**config.mk**
```make
export PLATFORM = sky130hd
export DESIGN_NAME = param_connection_box
export DESIGN_NICKNAME = d
export VERILOG_FILES = /design/src/rtl/param_connection_box.sv
export SDC_FILE = /design/constraint.sdc
export NUM_CORES = 1
export LEC_CHECK = 0
export CORE_MARGIN = 5
export CORE_UTILIZATION = 40
export CTS_CLUSTER_SIZE = 28
export DETAILED_ROUTE_END_ITERATION = 6
export GPL_ROUTABILITY_DRIVEN = 0
export GPL_TIMING_DRIVEN = 0
export MAX_ROUTING_LAYER = met4
export SYNTH_ARGS = -nofsm -noshare
export SYNTH_HDL_FRONTEND = slang
export SYNTH_SLANG_ARGS = --single-unit
```
**constraint.sdc**
```tcl
create_clock -name scan_clk -period 2.3 [get_ports scan_clk]
set_input_delay 0.575 -clock scan_clk [delete_from_list [all_inputs] [get_ports scan_clk]]
set_output_delay 0.575 -clock scan_clk [all_outputs]
set_load 0.005 [all_outputs]
```
**src/rtl/param_connection_box.sv**
```systemverilog
// ----------------------------------------------------------------------------
// param_connection_box
//
// Connection box between a TRACK_W-wide routing track bus and NUM_PINS CLB
// input pins. Each pin's track select is loaded serially into a shadow
// register. It is copied to the active mux selects only by an explicit
// commit, so the fabric never sees a half-shifted configuration.
//
// Optional feature macro: CB_READBACK_EN
//   When defined, adds the cfg_readback input. A pulse on it copies the live
//   (active) configuration into the shadow register, so the configuration can
//   be shifted back out on scan_out.
//
// Ports:
//   scan_clk     in   clock for all scan and configuration state
//   rst          in   synchronous, active-high reset
//   scan_en      in   shift one bit per cycle into the shadow register
//   scan_in      in   serial configuration data
//   scan_out     out  shadow[0] (registered)
//   cfg_commit   in   pulse: copy shadow to active if exactly CFG_BITS shifted
//   cfg_readback in   (CB_READBACK_EN only) pulse: shadow <= active
//   trk_in       in   routing track values [TRACK_W]
//   pin_out      out  CLB pin drives [NUM_PINS], combinational from trk_in
//   cfg_valid    out  a configuration has been committed since reset
//   cfg_err      out  one-cycle pulse: commit rejected for wrong bit count
// ----------------------------------------------------------------------------
module param_connection_box #(
    parameter int TRACK_W  = 4,
    parameter int NUM_PINS = 5
) (
    input  logic                scan_clk,
    input  logic                rst,
    input  logic                scan_en,
    input  logic                scan_in,
    output logic                scan_out,
    input  logic                cfg_commit,
`ifdef CB_READBACK_EN
    input  logic                cfg_readback,
`endif
    input  logic [TRACK_W-1:0]  trk_in,
    output logic [NUM_PINS-1:0] pin_out,
    output logic                cfg_valid,
    output logic                cfg_err
);

    localparam int SEL_W    = $clog2(TRACK_W + 1);
    localparam int CFG_BITS = NUM_PINS * SEL_W;
    localparam int CNT_W    = $clog2(CFG_BITS + 2);

    localparam logic [CNT_W-1:0] CNT_FULL = CNT_W'(CFG_BITS);
    localparam logic [CNT_W-1:0] CNT_SAT  = CNT_W'(CFG_BITS + 1);

    logic [CFG_BITS-1:0] shadow_reg;
    logic [CFG_BITS-1:0] active_reg;
    logic [CNT_W-1:0]    cnt_reg;
    logic                cfg_valid_reg;
    logic                cfg_err_reg;
    logic                readback_req;

`ifdef CB_READBACK_EN
    assign readback_req = cfg_readback;
`else
    assign readback_req = 1'b0;
`endif

    // ------------------------------------------------------------------
    // Scan / configuration state. Priority: rst > commit > readback > shift.
    // ------------------------------------------------------------------
    always_ff @(posedge scan_clk) begin
        if (rst) begin
            shadow_reg    <= '0;
            active_reg    <= '0;
            cnt_reg       <= '0;
            cfg_valid_reg <= 1'b0;
            cfg_err_reg   <= 1'b0;
        end else begin
            cfg_err_reg <= 1'b0;
            if (cfg_commit) begin
                // Shadow is left untouched; a re-commit needs a fresh load.
                cnt_reg <= '0;
                if (cnt_reg == CNT_FULL) begin
                    active_reg    <= shadow_reg;
                    cfg_valid_reg <= 1'b1;
                end else begin
                    cfg_err_reg <= 1'b1;
                end
            end else if (readback_req) begin
`ifdef CB_READBACK_EN
                shadow_reg <= active_reg;
`endif
                cnt_reg    <= '0;
            end else if (scan_en) begin
                shadow_reg <= {scan_in, shadow_reg[CFG_BITS-1:1]};
                // Saturating one past full lets an over-long load be detected.
                if (cnt_reg != CNT_SAT) begin
                    cnt_reg <= cnt_reg + 1'b1;
                end
            end
        end
    end

    assign scan_out  = shadow_reg[0];
    assign cfg_valid = cfg_valid_reg;
    assign cfg_err   = cfg_err_reg;

    // ------------------------------------------------------------------
    // Per-pin track mux. sel=k (1..TRACK_W) picks trk_in[k-1]; sel=0 and
    // any out-of-range code match no track, so the pin is driven low.
    // ------------------------------------------------------------------
    genvar gi, gk;
    generate
        for (gi = 0; gi < NUM_PINS; gi++) begin : g_pin
            logic [SEL_W-1:0]   sel;
            logic [TRACK_W-1:0] hit;

            assign sel = active_reg[gi*SEL_W +: SEL_W];

            for (gk = 0; gk < TRACK_W; gk++) begin : g_trk
                assign hit[gk] = (sel == SEL_W'(gk + 1)) & trk_in[gk];
            end

            assign pin_out[gi] = |hit;
        end
    endgenerate

endmodule

```
==> results of run 1 <==
-- metrics by stage --
stage | cell area, µm² | instances
6_report | 1881 | 268
3_5_place_dp | 1789 | 260
2_1_floorplan | 1579 | 197
5_1_grt | 1881 | 268
3_3_place_gp | 1789 | 260
4_1_cts | 1873 | 268
-- final cells by class --
type	instances	area, µm²
buffer	9	48.80
clock buffer	8	80.08
fill	391	1863
inverter	4	15.01
multi-input combinational	147	774.5
sequential	37	740.7
tap	48	60.06
timing repair buffer	15	161.4
-- per-layer routing --
layer	share of wire [%]	track usage [%]
met3	4.3	3.581
met1	47	15.01
met5	0	-
met4	1.4	6.557
met2	47	21.44
-- critical path, stage by stage --
cell,delay [ns]
clkdlybuf4s15_2,0.22
mux2i_1,0.14
nor2_1,0.05
mux2_2,0.25
clkdlybuf4s50_1,0.44
-- kinds of logic (layout without fill, tap and decap cells) --
group | after synthesis | count (layout) | synth area share [%]
AND/OR/NAND/NOR | 93 | 93 | 25.52
adder cells (fa/ha/maj) | 3 | 3 | 2.377
AO/OA/AOI/OAI | 38 | 38 | 12.60
multiplexers | 12 | 12 | 8.003
buffers and inverters | 13 | 36 | 4.040
flip-flops | 37 | 37 | 46.91
XOR/XNOR | 1 | 1 | 0.5548
-- layout by cell type (no fill, tap or decap), types with 2 or more instances in the layout --
| cell type | Yosys | final |
|---|---|---|
| clkbuf_1 | 4 | 7 |
| buf_2 | 3 | 3 |
| ha_1 | 3 | 3 |
| inv_1 | 4 | 4 |
| a21oi_1 | 30 | 30 |
| nand3b_1 | 5 | 5 |
| nand2_1 | 72 | 72 |
| clkdlybuf4s50_1 | 0 | 7 |
| clkbuf_8 | 0 | 5 |
| o21ai_1 | 1 | 2 |
| mux2_2 | 5 | 5 |
| dlymetal6s2s_1 | 0 | 3 |
| dfxtp_1 | 37 | 37 |
| mux2i_1 | 7 | 7 |
| nor2_1 | 7 | 7 |
| clkdlybuf4s15_2 | 0 | 4 |
| o21ai_0 | 5 | 4 |
-- timing repair --
action	CTS	global route
hold buffers	0	0
endpoints found under the setup margin	5	3
gates resized for setup	13	4
-- worst max path at each step --
stage / start / to / slack (ns) / cells past startpoint
floorplan: trk_in[3] / pin_out[4] / 0.61 / 2
finish: trk_in[2] / pin_out[0] / 0.04 / 5
CTS: trk_in[2] / pin_out[2] / 0.02 / 5
global route: trk_in[2] / pin_out[0] / 0.009 / 5
detailed placement: trk_in[3] / pin_out[4] / -0.50 / 4
global placement: trk_in[3] / pin_out[4] / -0.50 / 4
-- report_power, final --
group	total [µW]	internal (µW)	leakage, µW	switching [µW]
registers	648	645	0.000299	3.05
clock network	412	215	0.0000395	197
logic	58.3	24.0	0.000355	34.4
total	1120	884	0.000693	235
==> qor.yml, run 1 <==
cts_inserted_buffers: 5
synth_flop_cell: "dfxtp_1"
rows: 22
cp_max_fo: 5
antenna_found_initial: 0
wl_per_cell_um: 11.41
hp-start: "active_reg[14]$_SDFFE_PP0P_"
clock_tree.buffer_depth: 2
netlist_area_um2: 1579
die_area_um2: 5304
routed_wl_um: 3057
cts_tree: "done"
drtIter0Drc: 44
fp.dieW_um: 72.83
vdd_drop_max_uv: 325.8
setup_viol: 0
postRouteAntennaNets: 0
synth_top_area_cell: "dfxtp_1"
synthTopCellsByArea: "dfxtp_1, nand2_1, a21oi_1"
cts.sink_count: 37
holdWs_ns: 0.4676
cts.htree.levels: 2
r2r-start: "cnt_reg[0]$_SDFFE_PP0P_"
track_usage_pct: 13.24
syn_inst: 197
rrSetupSlack_ns: 0.64
p_per_area_nw_per_um2: 594.7
nets: 231
worstSkewPairLatency_ns: 0.28
max_freq_mhz: 443.2
fp.coreArea_um2: 3744
status: "complete, no violations"
min_period_ns: 2.256
slew_headroom_pct: 71.12
r2r_end: "active_reg[7]$_SDFFE_PP0P_"
synth.top_cell.area_share_pct: 46.91
io_buffers: 15
grt_pass1_wl_um: 5368
vias: 1304
initial_core_util_pct: 42.18
whs_path_depth: 2
rsz0062_at_grt: "false"
required_ns: 1.73
postSynthAreaPerCell_um2: 8.015
synth_commonest_cells: "nand2_1, dfxtp_1, a21oi_1, mux2i_1, nor2_1"
drc: 0
clock_skew_ns: 0.002814
hold_end: "active_reg[14]$_SDFFE_PP0P_"
finalWorstSetupSlack_ns: 0.04360
dr.pass1.iters: 4
diodes: 0
place_ws_ns: -0.5040
ios: 17
hp-class: "reg -> reg"
setup.worst_path.end_class: "primary output"
cts-root-buf: "clkbuf_8"
synth.most_common_cell: "nand2_1"
dieHeight_um: 72.83
grt-ovfl-total: 0
leakage_uw: 0.0006927
grt_max_degree: 11
grt_pass1_vias: 1287
final_core_util_pct: 50.23
p_total_uw: 1118
yosysSeqAreaShare_pct: 46.91
ys_seq_elements: 37
ys_types: 27
hold_violations: 0
clkTransAtPathRegs_ns: 0.06
hpwl_um: 2349
arrival_ns: 1.68
post-route-period-util_pct: 98.10
start_kind: "primary input"
layout-drive-gt1-share_pct: 10.00
critical_path_class: "in -> out"
synth_async_sr_flop_share_pct: 0
area_delta_synth_final_pct: 19.10
maxCapViolCount: 0
tightest_slew_ns: 0.4332
fin_tns_setup_ns: 0
synthesis.nets: 209
synth_edf_count: 0
finalMaxSlewViolations: 0
reg2regPathDepth: 8
viasPerCell: 4.866
cts_setup_buffers: 0
yosys_warnings: 0
Note: power is estimated with default switching activity, not from simulation.
==> run 2: changes to the inputs <==
--- a/config.mk
+++ b/config.mk
@@ -5,9 +5,8 @@
 export SDC_FILE = /design/constraint.sdc
 export NUM_CORES = 1
 export LEC_CHECK = 0
-export CORE_MARGIN = 5
+export CORE_MARGIN = 4
 export CORE_UTILIZATION = 40
-export CTS_CLUSTER_SIZE = 28
 export DETAILED_ROUTE_END_ITERATION = 6
 export GPL_ROUTABILITY_DRIVEN = 0
 export GPL_TIMING_DRIVEN = 0
==> qor.yml, run 2 (synthesized netlist as in run 1, its figures left out) <==
required_ns: 1.73
max_freq_mhz: 442.2
wl_per_cell_um: 12.65
rows: 22
switching_share_pct: 20.58
dr.pass1.iters: 4
tightest_slew_ns: 0.4269
p_per_area_nw_per_um2: 671.2
slew_headroom_pct: 71.54
cts-root-buf: "clkbuf_8"
viasPerCell: 4.907
drc: 0
diodes: 0
cts.htree.levels: 2
antenna_found_initial: 0
worstSkewPairLatency_ns: 0.30
cts.sink_count: 37
layout-drive-gt1-share_pct: 10.91
setup_viol: 0
whs_path_depth: 2
final_common_cell: "nand2_1"
grt_pass1_vias: 1356
cts_setup_buffers: 0
p_sw_uw: 264.8
hpwl_um: 2573
pwr-share-seq_pct: 50.3
clock_tree.buffer_depth: 2
final_cell_mix: "nand2_1, dfxtp_1, a21oi_1"
grt_max_degree: 12
clock_skew_ns: 0.006930
dieHeight_um: 70.83
cts_inserted_buffers: 5
clkTransAtPathRegs_ns: 0.07
grt_pass1_wl_um: 5913
drtIter0Drc: 48
grt-ovfl-total: 0
setup.worst_path.end_class: "primary output"
postRouteAntennaNets: 0
area_delta_synth_final_pct: 21.39
final_core_util_pct: 51.20
critical_path_class: "in -> out"
fp.coreArea_um2: 3744
p_int_uw: 1022
vdd_drop_max_uv: 457.1
ios: 17
fp.dieW_um: 70.83
hp-class: "reg -> reg"
p_clk_share_pct: 45.0
cts_tree: "done"
cp_max_fo: 5
track_usage_pct: 15.22
status: "complete, no violations"
leakage_uw: 0.0007117
min_period_ns: 2.261
p_comb_share_pct: 4.6
io_buffers: 15
hold_violations: 0
nets: 231
fin_tns_setup_ns: 0
reg2regPathDepth: 7
rsz0062_at_grt: "false"
start_kind: "primary input"
initial_core_util_pct: 42.18
vias: 1315
dp.cells: 260
post-route-period-util_pct: 98.32
p_total_uw: 1287
arrival_ns: 1.69
maxCapViolCount: 0
ctsHoldBuffers: 0
finalMaxSlewViolations: 0
die_area_um2: 5017
routed_wl_um: 3391
layout.cells.non_filler: 268
run 2: cell types whose count changed in the layout (fill, tap and decap cells not counted):
cell | before | now
clkbuf_1 | 7 | 5
bufinv_16 | 0 | 1
clkbuf_8 | 5 | 6
run 2: area by class of cell:
| cell class | instances | area [µm²] |
|---|---|---|
| Inverter | 4 | 15.01 |
| Sequential cell | 37 | 740.7 |
| Fill cell | 363 | 1827 |
| Clock buffer | 7 | 86.33 |
| Buffer | 9 | 48.80 |
| Clock inverter | 1 | 30.03 |
| Multi-Input combinational cell | 147 | 774.5 |
| Tap cell | 48 | 60.06 |
| Timing Repair Buffer | 15 | 161.4 |
run 2: worst paths after layout:
kind,slack [ns],to,start
worst max-delay path,0.04,pin_out[1],trk_in[2]
worst max register to register,0.60,active_reg[13]$_SDFFE_PP0P_,cnt_reg[0]$_SDFFE_PP0P_
worst min register to register,0.47,active_reg[14]$_SDFFE_PP0P_,active_reg[14]$_SDFFE_PP0P_
worst min-delay path,0.47,active_reg[14]$_SDFFE_PP0P_,active_reg[14]$_SDFFE_PP0P_
run 2: power groups by stage:
stage	combinational, µW	clock (µW)	sequential, µW
6_report	59.6	580	647
5_1_grt	66.3	621	648
4_1_cts	60.6	589	647
3_5_place_dp	61.1	0	662
3_3_place_gp	58.0	0	662
2_1_floorplan	31.0	0	661
run 2: timing repair:
| item | in CTS | in global routing |
|---|---|---|
| gates resized for setup | 13 | 4 |
| setup endpoints to repair | 5 | 4 |
| pin swaps | 0 | 1 |
run 2: worst max-delay path, stage by stage:
cell             delay, ns
clkdlybuf4s15_2       0.22
mux2i_1               0.14
nor2_1                0.05
mux2_2                0.26
clkdlybuf4s50_1       0.44
run 2: metrics by stage:
| stage | setup WS, ns | area [µm²] | hold WS (ns) |
|---|---|---|---|
| finish | 0.03857 | 1917 | 0.4666 |
| global route | 0.005616 | 1917 | 0.4875 |
| CTS | 0.02242 | 1909 | 0.4686 |
| detailed placement | -0.5243 | 1789 | 0.4555 |
| global placement | -0.4972 | 1789 | 0.4559 |
| floorplan | 0.6101 | 1579 | 0.4412 |
run 2: per-layer routing:
layer / up-vias / track usage [%] / share of wire [%]
li1: 690 / - / -
met1: 593 / 16.24 / 45
met2: 21 / 25.03 / 48
met3: 11 / 4.261 / 4.3
met4: 0 / 8.977 / 2.4
met5: - / - / 0
==> run 3: changes to the inputs <==
==> constraint.sdc (replaced) <==
create_clock -name scan_clk -period 2.4 [get_ports scan_clk]
set_input_delay 0.6 -clock scan_clk [delete_from_list [all_inputs] [get_ports scan_clk]]
set_output_delay 0.6 -clock scan_clk [all_outputs]
set_load 0.005 [all_outputs]
==> qor.yml, run 3 (synthesized netlist as in run 1, its figures left out) <==
drtIter0Drc: 48
p_total_uw: 1231
switching_share_pct: 20.61
slew_headroom_pct: 71.54
leakage_uw: 0.0006531
fp.dieW_um: 70.83
drc: 0
tightest_slew_ns: 0.4269
finalMaxSlewViolations: 0
wl_per_cell_um: 12.59
max_freq_mhz: 435.4
diodes: 0
cts_inserted_buffers: 5
grt.met2_usage_pct: 25.03
ctsHoldBuffers: 0
clock_skew_ns: 0.006930
gr-usage-met3_pct: 4.261
layout.cells.non_filler: 268
die_area_um2: 5017
dp.cells: 260
rows: 22
hold_violations: 0
final_common_cell: "nand2_1"
track_usage_pct: 15.22
ios: 17
grt_pass1_wl_um: 5913
pwr-share-seq_pct: 50.4
vdd_drop_max_uv: 437.9
status: "complete, no violations"
layout-drive-gt1-share_pct: 10.91
grt_pass1_vias: 1356
p_clk_share_pct: 45.1
setup.worst_path.end_class: "primary output"
hp-class: "reg -> reg"
nets: 231
cts.htree.levels: 2
finalWorstSetupSlack_ns: 0.1033
dieHeight_um: 70.83
hp-start: "active_reg[14]$_SDFFE_PP0P_"
cp_max_fo: 5
place_ws_ns: -0.4743
start_kind: "primary input"
slowest_delay_ns: 0.49
io_buffers: 15
final_core_util_pct: 50.50
slowest_stage: "clkdlybuf4s50_1"
p_int_uw: 977.4
min_period_ns: 2.297
post-route-period-util_pct: 95.70
dr.pass1.iters: 4
antenna_found_initial: 0
cts_tree: "done"
initial_core_util_pct: 42.18
viasPerCell: 4.907
maxCapViolCount: 0
fp.coreArea_um2: 3744
setup_viol: 0
r2r-start: "cnt_reg[0]$_SDFFE_PP0P_"
cts_setup_buffers: 0
p_per_area_nw_per_um2: 651.2
holdWs_ns: 0.4666
final_cell_mix: "nand2_1, dfxtp_1, a21oi_1"
critPathLaunch: "trk_in[3]"
grt-ovfl-total: 0
use_met1_pct: 16.24
area_delta_synth_final_pct: 19.73
vias: 1315
grt_max_degree: 12
clkTransAtPathRegs_ns: 0.07
p_sw_uw: 253.7
hpwl_um: 2573
postRouteAntennaNets: 0
grt_busiest_layer: "met2"
required_ns: 1.80
p_comb_share_pct: 4.5
rsz0062_at_grt: "false"
cts-root-buf: "clkbuf_8"
worstSkewPairLatency_ns: 0.30
cts.sink_count: 37
critical_path_class: "in -> out"
routed_wl_um: 3375
clock_tree.buffer_depth: 2
crit_chain: "clkdlybuf4s15_2 -> nand2_1 -> o21ai_0 -> mux2_2 -> clkdlybuf4s50_1"
arrival_ns: 1.70
## run 3: cell count changes in the layout (fill, tap and decap cells not counted)
cell,before,now
clkbuf_2,0,3
clkdlybuf4s15_2,4,1
clkdlybuf4s50_1,7,10
dlymetal6s2s_1,3,0
o21ai_0,4,5
o21ai_1,2,1
## run 3: final cells by class
| cell class | instances | area [µm²] |
|---|---|---|
| repair buffers | 15 | 135.1 |
| clock inverters | 1 | 30.03 |
| clock buffers | 7 | 86.33 |
| multi-input cells | 147 | 774.5 |
| flip-flops and latches | 37 | 740.7 |
| plain buffers | 9 | 48.80 |
| fillers | 370 | 1853 |
| well taps | 48 | 60.06 |
| inverters | 4 | 15.01 |
## run 3: power groups by stage
| stage | combinational [µW] | sequential, µW | clock, µW |
|---|---|---|---|
| detailed placement | 58.6 | 635 | 0 |
| global placement | 55.6 | 634 | 0 |
| floorplan | 29.7 | 634 | 0 |
| finish | 55.3 | 620 | 555 |
| CTS | 57.3 | 620 | 565 |
| global route | 61.6 | 621 | 595 |
## run 3: stage by stage
step,setup TNS [ns],area (µm²)
floorplan,0,1579
global placement,-1.312,1789
detailed placement,-1.483,1789
CTS,0,1904
global route,0,1891
finish,0,1891
## run 3: what timing repair did
item                       4_1_cts  5_1_grt
resized for setup                9        4
setup endpoints to repair        5        4
gates cloned                     0        0
## run 3: worst max-delay path: cells and delay by family
family	cells	cell delay [ns]
AO/OA/AOI/OAI	1	0.14
buffers and inverters	2	0.72
AND/OR/NAND/NOR	1	0.06
multiplexers	1	0.17
## run 3: metal layers
metal	part of all wire (%)	vias up
met5	0	-
met1	45	592
met4	2.5	0
met2	48	21
met3	4.1	11
li1	-	691
## run 3: path summary, 6_finish.rpt
path / endpoint / slack, ns / cells past startpoint
max: pin_out[1] / 0.10 / 5
min: active_reg[14]$_SDFFE_PP0P_ / 0.47 / 2
max reg2reg: active_reg[13]$_SDFFE_PP0P_ / 0.70 / 7
min reg2reg: active_reg[14]$_SDFFE_PP0P_ / 0.47 / 2
